--- config.mk ---
export PLATFORM = sky130hd
export DESIGN_NAME = state_sequencer
export DESIGN_NICKNAME = d
export VERILOG_FILES = /design/src/rtl/state_sequencer.sv
export SDC_FILE = /design/constraint.sdc
export NUM_CORES = 1
export LEC_CHECK = 0
export BUFFER_PORTS_ARGS = -buffer_cell sky130_fd_sc_hd__buf_2
export CAP_MARGIN = 10
export CORE_ASPECT_RATIO = 0.5
export CORE_MARGIN = 3
export CORE_UTILIZATION = 53
export DETAILED_ROUTE_END_ITERATION = 8
export PLACE_DENSITY_LB_ADDON = 0.2
export REMOVE_ABC_BUFFERS = 1
export SLEW_MARGIN = 15
export SYNTH_ARGS = -nofsm -noshare
export SYNTH_HDL_FRONTEND = slang
export SYNTH_SLANG_ARGS = --single-unit
--- constraint.sdc ---
create_clock -name clk -period 3.1 [get_ports clk]
set_clock_uncertainty 0.05 [all_clocks]
set_input_delay 0.31 -clock clk [delete_from_list [all_inputs] [get_ports clk]]
set_output_delay 0.31 -clock clk [all_outputs]
set_load 0.03 [all_outputs]
--- src/rtl/state_sequencer.sv ---
`default_nettype none
// ============================================================================
// Module   : state_sequencer
// Brief    : CDECv control-step sequencer; fetch/dispatch/execute stepping,
//            HALT/reset hold, cycle and instruction counters.
// Revision : 1.0 - initial release
// ============================================================================
module state_sequencer (
    input  logic        clk,
    input  logic        reset,
    input  logic        cc_en,
    input  logic        run,
    input  logic [7:0]  ird,
    input  logic        end_sq,
    input  logic        pause_cc,
    output logic [11:0] state,
    output logic        halted,
    output logic        illegal,
    output logic [15:0] cycle_cnt,
    output logic [15:0] instr_cnt
);

    localparam logic [11:0] c_st_r    = 12'h000;
    localparam logic [11:0] c_st_f0   = 12'h010;
    localparam logic [11:0] c_st_f1   = 12'h011;
    localparam logic [11:0] c_st_f2   = 12'h012;
    localparam logic [11:0] c_st_halt = 12'hFF0;

    logic [11:0] r_state;
    logic        r_illegal;
    logic [15:0] r_cycle_cnt;
    logic [15:0] r_instr_cnt;

    logic [11:0] w_next;
    logic [7:0]  w_cls;
    logic        w_cls_ok;
    logic        w_set_illegal;
    logic        w_hold;
    logic        w_unused;

    // Only the opcode nibble selects the class; operand bits belong to the decoder.
    assign w_unused = &{1'b0, ird[3:0]};

    always_comb begin
        w_cls    = 8'h00;
        w_cls_ok = 1'b1;
        case (ird[7:4])
            4'h1:    w_cls = 8'h10;
            4'h2:    w_cls = 8'h11;
            4'h3:    w_cls = 8'h12;
            4'h8:    w_cls = 8'h20;
            4'h9:    w_cls = 8'h21;
            4'hA:    w_cls = 8'h22;
            4'hB:    w_cls = 8'h23;
            4'hC:    w_cls = 8'h24;
            4'hD:    w_cls = 8'h25;
            4'hE:    w_cls = 8'h26;
            4'hF:    w_cls = 8'hFF;
            default: w_cls_ok = 1'b0;
        endcase
    end

    always_comb begin
        w_next        = r_state;
        w_set_illegal = 1'b0;
        w_hold        = pause_cc & ~run;
        if (pause_cc) begin
            w_next = run ? c_st_f0 : r_state;
        end else if (end_sq) begin
            w_next = c_st_f0;
        end else begin
            case (r_state)
                c_st_f0: w_next = c_st_f1;
                c_st_f1: w_next = c_st_f2;
                c_st_f2: begin
                    if (w_cls_ok) begin
                        w_next = {w_cls, 4'h0};
                    end else begin
                        w_next        = c_st_f0;
                        w_set_illegal = 1'b1;
                    end
                end
                default: begin
                    // Runaway guard: a decoder that never ends the step chain restarts fetch.
                    if (r_state[3:0] == 4'hF) begin
                        w_next = c_st_f0;
                    end else begin
                        w_next = {r_state[11:4], r_state[3:0] + 4'd1};
                    end
                end
            endcase
        end
    end

    always_ff @(posedge clk) begin
        if (reset) begin
            r_state     <= c_st_r;
            r_illegal   <= 1'b0;
            r_cycle_cnt <= 16'h0000;
            r_instr_cnt <= 16'h0000;
        end else if (cc_en) begin
            r_state <= w_next;
            if (w_set_illegal) begin
                r_illegal <= 1'b1;
            end
            if (!w_hold) begin
                r_cycle_cnt <= r_cycle_cnt + 16'd1;
                if (w_next == c_st_f0) begin
                    r_instr_cnt <= r_instr_cnt + 16'd1;
                end
            end
        end
    end

    assign state     = r_state;
    assign halted    = (r_state == c_st_halt);
    assign illegal   = r_illegal;
    assign cycle_cnt = r_cycle_cnt;
    assign instr_cnt = r_instr_cnt;

endmodule
`default_nettype wire

==> summary.txt <==
Outcome
  – Outcome: completed

Critical path
  – Delay-heaviest family, CP: simple AND/OR/NAND/NOR gates
  – Cells along the critical path: ha_1, and3_1, nor3_1, a32o_1, o41ai_2, nand3_2, buf_12, or4b_1, a21oi_1
  – Worst EP required: 3.26 ns
  – Buffers and inverters on the worst path: 1
  – Setup Crit Path Kind: flop to flop
  – End of the critical path: instr_cnt[12]
  – Type of origin of the critical path: flop
  – Critical R2R Capture: instr_cnt[12]
  – Critical Path Slowest Stage Cell: or4b_1
  – FF-to-FF path depth: 9
  – Critical path's largest stage delay: roughly 0.50 ns
  – CP arrival: between 3 and 4 ns
  – CP Max Fanout: 26
  – CP startpoint: state[0]
  – R2r startpoint: state[0]
  – Critical path depth in cells: 9
  – Capturing element type of the critical path: flop
  – Reg2reg setup slack: 0.19 ns

Drt
  – Post-Route WL: 5.49 mm
  – 1st-iter DRT viols: approximately 210
  – Post-DRT Antenna Nets: 0
  – Vias: 2345
  – Drt wl/cell: 13.7 um
  – DRC Markers: 0
  – Pre-antenna DRT Iters: 4
  – Via density: 5.85

GRT
  – First-pass GRT wire length: 9.17 mm
  – Remaining global-route overflow: 0
  – Initial antenna violation count: 0
  – Vias in the first global route: 2030
  – Total global-route track usage: between 20% and 30%
  – Largest net degree at the start of global routing: 48

Final layout
  – Fill cell count: around 340
  – Post-Layout Inst Area: roughly 0.0028 mm^2
  – Fin cells: approximately 400
  – Nets: 368
  – Layout area overhead: 17.1%
  – Layout cell share with drive strength beyond 1: between 20% and 30%
  – N_diodes: 0

Job
  – Max Cap Viol: 0

Floorplanning
  – Core area: around 0.0041 mm^2
  – I/O pins: 60
  – Die area: 0.00538 mm^2
  – # rows: 16
  – Effective utilization at floorplan: between 50 and 60%
  – Die height: 53.4 um
  – Die width: a little over 100 um

Min path
  – Min-delay worst type: primary input to flop
  – Hold_sp: cc_en

CTS
  – Clock H-tree levels: 2
  – Num CTS Buffers: 5
  – Worst-Skew Late Latency: 0.29 ns
  – CTS resizes: 0
  – Deepest clock path buffer count: 2
  – Clock slew at reported path FFs: roughly 0.080 ns
  – Clock sink count: 45
  – # Post-CTS Setup Buffers: 0
  – Clk root buf: clkbuf_8
  – TritonCTS clock tree: done
  – Post-CTS Hold Buffers: 0

STA
  – Worst-Margin Slew: 0.861 ns
  – Max Slew Vio Count: 0
  – Final count of hold timing violations: 0
  – Setup TNS: 0 ns
  – RSZ-0062 raised after global routing: no
  – Worst rel slew slack: 42.6%
  – Endpoints failing setup: 0
  – Final period util: 93.8%
  – Max frequency: 0.344 GHz
  – Fin crit period: just under 3 ns

Logic synthesis
  – EDFF count, synth: 0
  – Post-synthesis async set-or-reset flop share: 0%
  – Most used DFF post-synth: dfxtp_1
  – Yosys cell types: 47
  – Cells after Synth: just under 300
  – Sequential fraction of the synthesis area: 37.9%
  – Flops & latches, synth: 45
  – Mapped cell area: 0.00238 mm^2
  – Synthesized area per cell: 8.12 um^2
  – Yosys warning count: 0

Power and ir drop
  – Worst VDD drop: 0.000219 V
  – Lkg Pwr: 1.12 nW
  – Power Total: 1.04 mW
  – Pwr/cell area: roughly 370 mW/mm^2

Placed design
  – Port Buffers: 55
  – Post-DP HPWL: 3.96 mm
  – Gpl congestion: 0.920
  – # placed instances: 395
  – Post-DP Area: 0.00271 mm^2
logic make-up after synthesis:
group           share of synthesized area, %
simple gates                            31.6
compound gates                          17.6
flops                                   37.9
buf+inv                                 3.26
xor+xnor                                5.15
fa+ha+maj                               3.16
mux                                     1.37
report_power, final:
| part | switching (mW) | internal (mW) | total, mW |
|---|---|---|---|
| registers | 0.00874 | 0.585 | 0.593 |
| clock network | 0.180 | 0.148 | 0.328 |
| logic | 0.0753 | 0.0404 | 0.116 |
| total | 0.264 | 0.773 | 1.04 |
through the flow:
step | hold slack (ns) | worst slack [ns] | utilization (%)
after detailed placement | 0.408 | 0.230 | 66.1
final | 0.292 | 0.193 | 67.9
after floorplan | 0.329 | 0.119 | -
after CTS | 0.279 | 0.205 | 67.9
after global routing | 0.296 | 0.0103 | 67.9
after global placement | 0.395 | 0.252 | 66.1
sequential cells by signal, summed over array words and instances, names as in the netlist:
register,flops
instr_cnt,16
cycle_cnt,16
state,12
illegal,1
cells in the final DEF (no fill, tap or decap), types with 2 or more instances in the layout:
| cell | netlist | routed |
|---|---|---|
| o21ai_0 | 14 | 14 |
| nand3_1 | 16 | 16 |
| buf_4 | 0 | 3 |
| mux2_2 | 2 | 2 |
| nor3_1 | 3 | 3 |
| and4_1 | 2 | 2 |
| or4_1 | 7 | 7 |
| nand2_1 | 28 | 28 |
| a22oi_1 | 6 | 6 |
| o31ai_1 | 6 | 6 |
| a21oi_1 | 25 | 25 |
| inv_1 | 7 | 7 |
| dfxtp_1 | 45 | 45 |
| xnor2_1 | 4 | 4 |
| and3_2 | 3 | 3 |
| nand4_1 | 9 | 9 |
| xor2_1 | 10 | 10 |
| o21ai_1 | 7 | 7 |
| or3_1 | 8 | 8 |
| nor2b_1 | 5 | 5 |
| ha_1 | 6 | 6 |
| a211oi_1 | 2 | 2 |
| clkbuf_8 | 0 | 5 |
| buf_2 | 2 | 55 |
| or2_2 | 2 | 2 |
| nor3b_1 | 3 | 3 |
| nor2_1 | 39 | 39 |
| and2_1 | 3 | 3 |
| and3_1 | 2 | 2 |
area by class of cell:
class | count | area, um^2 | share of cell area, %
inverter | 7 | 26.3 | 0.943
sequential | 45 | 901 | 32.3
timing repair buffer | 59 | 318 | 11.4
clock inverter | 1 | 5.00 | 0.180
clock buffer | 5 | 68.8 | 2.47
tap | 54 | 67.6 | 2.42
multi-input combinational | 230 | 1400 | 50.2
worst min-delay path by stage:
stage,endpoint,slack [ns],cells past startpoint
floorplan,cycle_cnt[10],0.33,1
finish,state[4],0.29,2
detailed placement,illegal,0.41,2
global route,state[4],0.30,2
CTS,state[4],0.28,2
global placement,illegal,0.39,2
cell usage after synthesis (2+ instances only):
cell,instances,area (um^2)
dfxtp_1,45,901
nor2_1,39,146
nand2_1,28,105
a21oi_1,25,125
nand3_1,16,80.1
o21ai_0,14,70.1
xor2_1,10,87.6
nand4_1,9,56.3
clkbuf_1,8,30.0
or3_1,8,50.1
inv_1,7,26.3
o21ai_1,7,35.0
or4_1,7,52.6
a22oi_1,6,45.0
ha_1,6,75.1
o31ai_1,6,45.0
nor2b_1,5,31.3
xnor2_1,4,35.0
and2_1,3,18.8
and3_2,3,22.5
nor3_1,3,15.0
nor3b_1,3,22.5
a211oi_1,2,15.0
and3_1,2,12.5
and4_1,2,17.5
buf_2,2,10.0
mux2_2,2,22.5
or2_2,2,12.5
metal layers:
layer	vias to the layer above	wire, um	track usage (%)
li1	1172	-	-
met1	1084	2530	27.6
met2	89	2530	36.4
met3	0	427	5.79
met4	0	0	4.25
met5	-	0	0
Power figures use the tool's default switching activity.
